### src/rtl/find_pointer_pkg.sv
// Shared constants and types for the sorter index-matching block.
package find_pointer_pkg;

  localparam int unsigned N  = 9;
  localparam int unsigned W  = 8;
  localparam int unsigned PW = 4;

  typedef logic [W-1:0]  data_t;
  typedef logic [PW-1:0] ptr_t;

  localparam ptr_t NO_MATCH = 4'hF;

endpackage

### src/rtl/occurrence_select.sv
// Returns the index of the (rank+1)-th set bit of an equality mask, or NO_MATCH.
module occurrence_select
  import find_pointer_pkg::*;
(
  input  logic [N-1:0] mask_i,
  input  ptr_t         rank_i,
  output ptr_t         ptr_o
);

  ptr_t seen;
  logic found;

  always_comb begin
    seen  = '0;
    found = 1'b0;
    ptr_o = NO_MATCH;
    for (int j = 0; j < N; j++) begin
      if (mask_i[j] && !found) begin
        if (seen == rank_i) begin
          ptr_o = PW'(j);
          found = 1'b1;
        end else begin
          seen = seen + 4'd1;
        end
      end
    end
  end

endmodule

### src/rtl/find_pointer.sv
// For each sorted element, registers the position in arr holding the same value;
// duplicates are matched in order of occurrence.
module find_pointer
  import find_pointer_pkg::*;
(
  input  logic       clk,
  input  logic       rst_n,
  input  logic [7:0] sort1,
  input  logic [7:0] sort2,
  input  logic [7:0] sort3,
  input  logic [7:0] sort4,
  input  logic [7:0] sort5,
  input  logic [7:0] sort6,
  input  logic [7:0] sort7,
  input  logic [7:0] sort8,
  input  logic [7:0] sort9,
  input  logic [7:0] arr1,
  input  logic [7:0] arr2,
  input  logic [7:0] arr3,
  input  logic [7:0] arr4,
  input  logic [7:0] arr5,
  input  logic [7:0] arr6,
  input  logic [7:0] arr7,
  input  logic [7:0] arr8,
  input  logic [7:0] arr9,
  output logic [3:0] pointer1,
  output logic [3:0] pointer2,
  output logic [3:0] pointer3,
  output logic [3:0] pointer4,
  output logic [3:0] pointer5,
  output logic [3:0] pointer6,
  output logic [3:0] pointer7,
  output logic [3:0] pointer8,
  output logic [3:0] pointer9,
  output logic       all_found
);

  data_t        sort_a [N];
  data_t        arr_a  [N];
  ptr_t         rank   [N];
  logic [N-1:0] mask   [N];
  ptr_t         ptr_d  [N];
  ptr_t         ptr_q  [N];
  logic         all_found_d, all_found_q;

  assign sort_a = '{sort1, sort2, sort3, sort4, sort5, sort6, sort7, sort8, sort9};
  assign arr_a  = '{arr1, arr2, arr3, arr4, arr5, arr6, arr7, arr8, arr9};

  // Rank of sort[i]: how many earlier sort entries carry the same value.
  always_comb begin
    for (int i = 0; i < N; i++) begin
      rank[i] = '0;
      for (int j = 0; j < i; j++) begin
        if (sort_a[j] == sort_a[i]) begin
          rank[i] = rank[i] + 4'd1;
        end
      end
    end
  end

  always_comb begin
    for (int i = 0; i < N; i++) begin
      for (int j = 0; j < N; j++) begin
        mask[i][j] = (arr_a[j] == sort_a[i]);
      end
    end
  end

  for (genvar i = 0; i < N; i++) begin : g_sel
    occurrence_select u_sel (
      .mask_i (mask[i]),
      .rank_i (rank[i]),
      .ptr_o  (ptr_d[i])
    );
  end

  always_comb begin
    all_found_d = 1'b1;
    for (int i = 0; i < N; i++) begin
      if (ptr_d[i] == NO_MATCH) begin
        all_found_d = 1'b0;
      end
    end
  end

  always_ff @(posedge clk) begin
    if (!rst_n) begin
      for (int i = 0; i < N; i++) begin
        ptr_q[i] <= NO_MATCH;
      end
      all_found_q <= 1'b0;
    end else begin
      for (int i = 0; i < N; i++) begin
        ptr_q[i] <= ptr_d[i];
      end
      all_found_q <= all_found_d;
    end
  end

  assign pointer1  = ptr_q[0];
  assign pointer2  = ptr_q[1];
  assign pointer3  = ptr_q[2];
  assign pointer4  = ptr_q[3];
  assign pointer5  = ptr_q[4];
  assign pointer6  = ptr_q[5];
  assign pointer7  = ptr_q[6];
  assign pointer8  = ptr_q[7];
  assign pointer9  = ptr_q[8];
  assign all_found = all_found_q;

endmodule

### config.mk
export PLATFORM = sky130hd
export DESIGN_NAME = find_pointer
export DESIGN_NICKNAME = d
export VERILOG_FILES = /design/src/rtl/find_pointer_pkg.sv /design/src/rtl/occurrence_select.sv /design/src/rtl/find_pointer.sv
export SDC_FILE = /design/constraint.sdc
export NUM_CORES = 1
export LEC_CHECK = 0
export ABC_CLOCK_PERIOD_IN_PS = 15100
export BUFFER_PORTS_ARGS = -buffer_cell sky130_fd_sc_hd__buf_2
export CORE_ASPECT_RATIO = 1.75
export CORE_MARGIN = 8
export CORE_UTILIZATION = 50
export CTS_BUF_LIST = sky130_fd_sc_hd__clkbuf_8 sky130_fd_sc_hd__clkbuf_16
export DETAILED_ROUTE_END_ITERATION = 12
export HOLD_SLACK_MARGIN = 0.05
export PLACE_DENSITY = 0.68
export SLEW_MARGIN = 40
export SYNTH_ARGS = -nofsm -noshare
export SYNTH_HDL_FRONTEND = slang
export SYNTH_SLANG_ARGS = --single-unit
### constraint.sdc
create_clock -name clk -period 15.1 [get_ports clk]
set_input_delay 3.02 -clock clk [delete_from_list [all_inputs] [get_ports clk]]
set_output_delay 3.02 -clock clk [all_outputs]
set_load 0.1 [all_outputs]
==> impl_metrics.json <==
{
  "rows": 111,
  "ant_nets": 0,
  "postSynthAreaPerCell_um2": 7.242,
  "antenna_found_initial": 9,
  "syn-cell-area_um2": 26500,
  "die_w_um": 190.0,
  "p_per_area_nw_per_um2": 28.37,
  "required_ps": 15300,
  "ys_ff_latch": 37,
  "synthFlopType": "dfxtp_1",
  "gr-total-overflow": 0,
  "die_area_um2": 60910,
  "drv_slew": 0,
  "synth_edf_count": 0,
  "cts_tree": "built",
  "p_leak_uw": 0.01096,
  "core_um2": 52360,
  "globalplace.congestion": 1.052,
  "fin_crit_ps": 14480,
  "crit_path_frequent_cell": "ha_1",
  "io_pins": 183,
  "worst-slew-pin-transition_ps": 838.4,
  "start_kind": "input port",
  "grt_pass1_vias": 28250,
  "nFillCells": 5276,
  "cts_made_buffers": 5,
  "finalHoldViolations": 0,
  "yosysWarnings": 0,
  "crit_path_top_delay_cell": "xnor2_1",
  "finalSetupViolations": 0,
  "dr.first_iter.drc_count": 2789,
  "start_util_pct": 50.61,
  "hold_class": "in2reg",
  "fin_hold_ws_ps": 3203,
  "crit_type": "in2reg",
  "netlist_instances": 3659,
  "cp_slowest_stage_delay_ps": 540,
  "vias_per_cell": 6.749,
  "arrival_ps": 14680,
  "mostFrequentLayoutCell": "xnor2_1",
  "ys_seq_area_share_pct": 2.795,
  "synth_cell_types": 131,
  "grt_pass1_wl_um": 173500,
  "relSlewSlack_pct": 43.90,
  "post_drt_wl_per_cell_um": 27.16,
  "syn_nets": 3887,
  "final_nets": 3932,
  "irDropWorstVdd_uv": 45.32,
  "fmax_mhz": 69.04,
  "root_buffer": "clkbuf_16",
  "htree_levels": 2,
  "cap_violations": 0,
  "finalCritPeriodShare_pct": 95.93,
  "die_h_um": 320.5,
  "via_count": 29650,
  "power_uw": 804.5,
  "synthArstFlopShare_pct": 0,
  "drive_above_1_share_pct": 13.95,
  "first_pass_iters": 6,
  "clk_pin_slew_worst_paths_ps": 80,
  "cts.sinks": 37,
  "final_cell_mix": "605 x xnor2_1, 492 x xor2_1, 252 x nand2_1, 218 x nor2_1, 181 x buf_2",
  "final_area_um2": 28360,
  "cts.hold.buffers_added": 0,
  "area_growth_syn_to_layout_pct": 7.036,
  "dpl-instance-area_um2": 27960,
  "routed_wirelength_um": 119400,
  "place.port_buffers": 182,
  "grt_start_max_net_pins": 34,
  "crit_fanout": 16,
  "drc_errors": 0,
  "cts_buffer_depth": 2,
  "outcome": "complete, no violations",
  "dp_hpwl_um": 87480,
  "track_usage_pct": 37.36,
  "endpoint_kind": "flop"
}
[cells by family (layout without fill, tap and decap cells)]
family          count (synthesis)  count (layout)  synth area share, %
xor+xnor                     1135            1135                39.08
flops                          37              37                2.795
fa+ha+maj                      87              87                4.066
compound gates                727             727                20.05
mux                            77              77                3.069
other cells                     1              12              0.01415
buf+inv                       380             426                6.072
simple gates                 1215            1215                24.86
[layer usage]
| metal | wire [µm] | global-route usage [%] |
|---|---|---|
| met5 | 12 | 0 |
| met4 | 11460 | 30.55 |
| met3 | 14590 | 12.86 |
| met2 | 52590 | 58.84 |
| met1 | 40710 | 39.98 |
[synthesized netlist by cell type (all sizes together) (26+ instances only)]
library cell,n,area [µm²]
xnor2,618,5480
xor2,495,4369
nand2,256,978.4
nor2,227,869.6
nand4,159,1020
buf,156,768.2
o21ai,141,717.0
a21oi,121,646.9
clkbuf,119,446.7
nor4,117,810.8
inv,104,390.4
nand3,95,475.5
ha,82,1026
nor3,73,386.6
and2,48,300.3
o211ai,47,376.6
a31oi,43,284.0
mux2i,43,430.4
and3,39,244.0
a211oi,37,302.8
dfxtp,37,740.7
nand2b,37,231.5
a21o,36,270.3
mux2,34,382.9
and4,30,262.8
o21a,30,226.5
or2,28,177.7
or3,26,172.7
[stage by stage]
stage | worst slack [ps] | cells | util, % | setup TNS, ps
floorplan | 2.030 | 3659 | - | 0
global placement | -146.3 | 4364 | 53.38 | -331.8
detailed placement | -322.6 | 4364 | 53.39 | -1496
CTS | 69.24 | 4372 | 53.69 | 0
global route | -75.80 | 4388 | 54.14 | -193.4
finish | 615.3 | 4394 | 54.17 | 0
[power breakdown]
| part | internal (µW) | switching [µW] | total, µW |
|---|---|---|---|
| clock network | 62.9 | 73.8 | 137 |
| logic | 200 | 368 | 568 |
| registers | 99.4 | 0.487 | 99.9 |
[worst max-delay path, delay by kind of cell]
family | cells | cell delay [ps]
xor gates and xnor gates | 6 | 1660
adders and majority gates | 9 | 2370
muxes | 2 | 560
AOI/OAI and AO/OA | 15 | 3200
and+or+nand+nor | 16 | 2940
buffers and inverters | 7 | 870
[flip-flops by register name, summed over array words and instances, names as in the netlist]
name       cells
ptr_q         36
all_found      1
[repair_timing]
| action | 4_1_cts | 5_1_grt |
|---|---|---|
| pin swaps | 1 | 9 |
| setup endpoints to repair | 1 | 7 |
| setup buffers | 0 | 10 |
| resized for setup | 1 | 28 |
[layout make-up]
cell class	instances	area, µm²	area share [%]
clock inverters	3	25.02	0.08823
repair buffers	313	1898	6.692
well taps	678	848.3	2.991
multi-input cells	3242	24300	85.69
inverters	105	394.1	1.390
flip-flops and latches	37	740.7	2.612
clock buffers	5	125.1	0.4412
diodes	11	27.53	0.09705
[path summary, 6_finish.rpt]
| check | to | slack, ps | cells after the start | start |
|---|---|---|---|---|
| setup / recovery | ptr_q[0][28]$_SDFF_PN1_ | 620 | 55 | sort2[2] |
| hold / removal | ptr_q[0][23]$_SDFF_PN1_ | 3200 | 3 | rst_n |
Note: power is estimated with default switching activity, not from simulation.
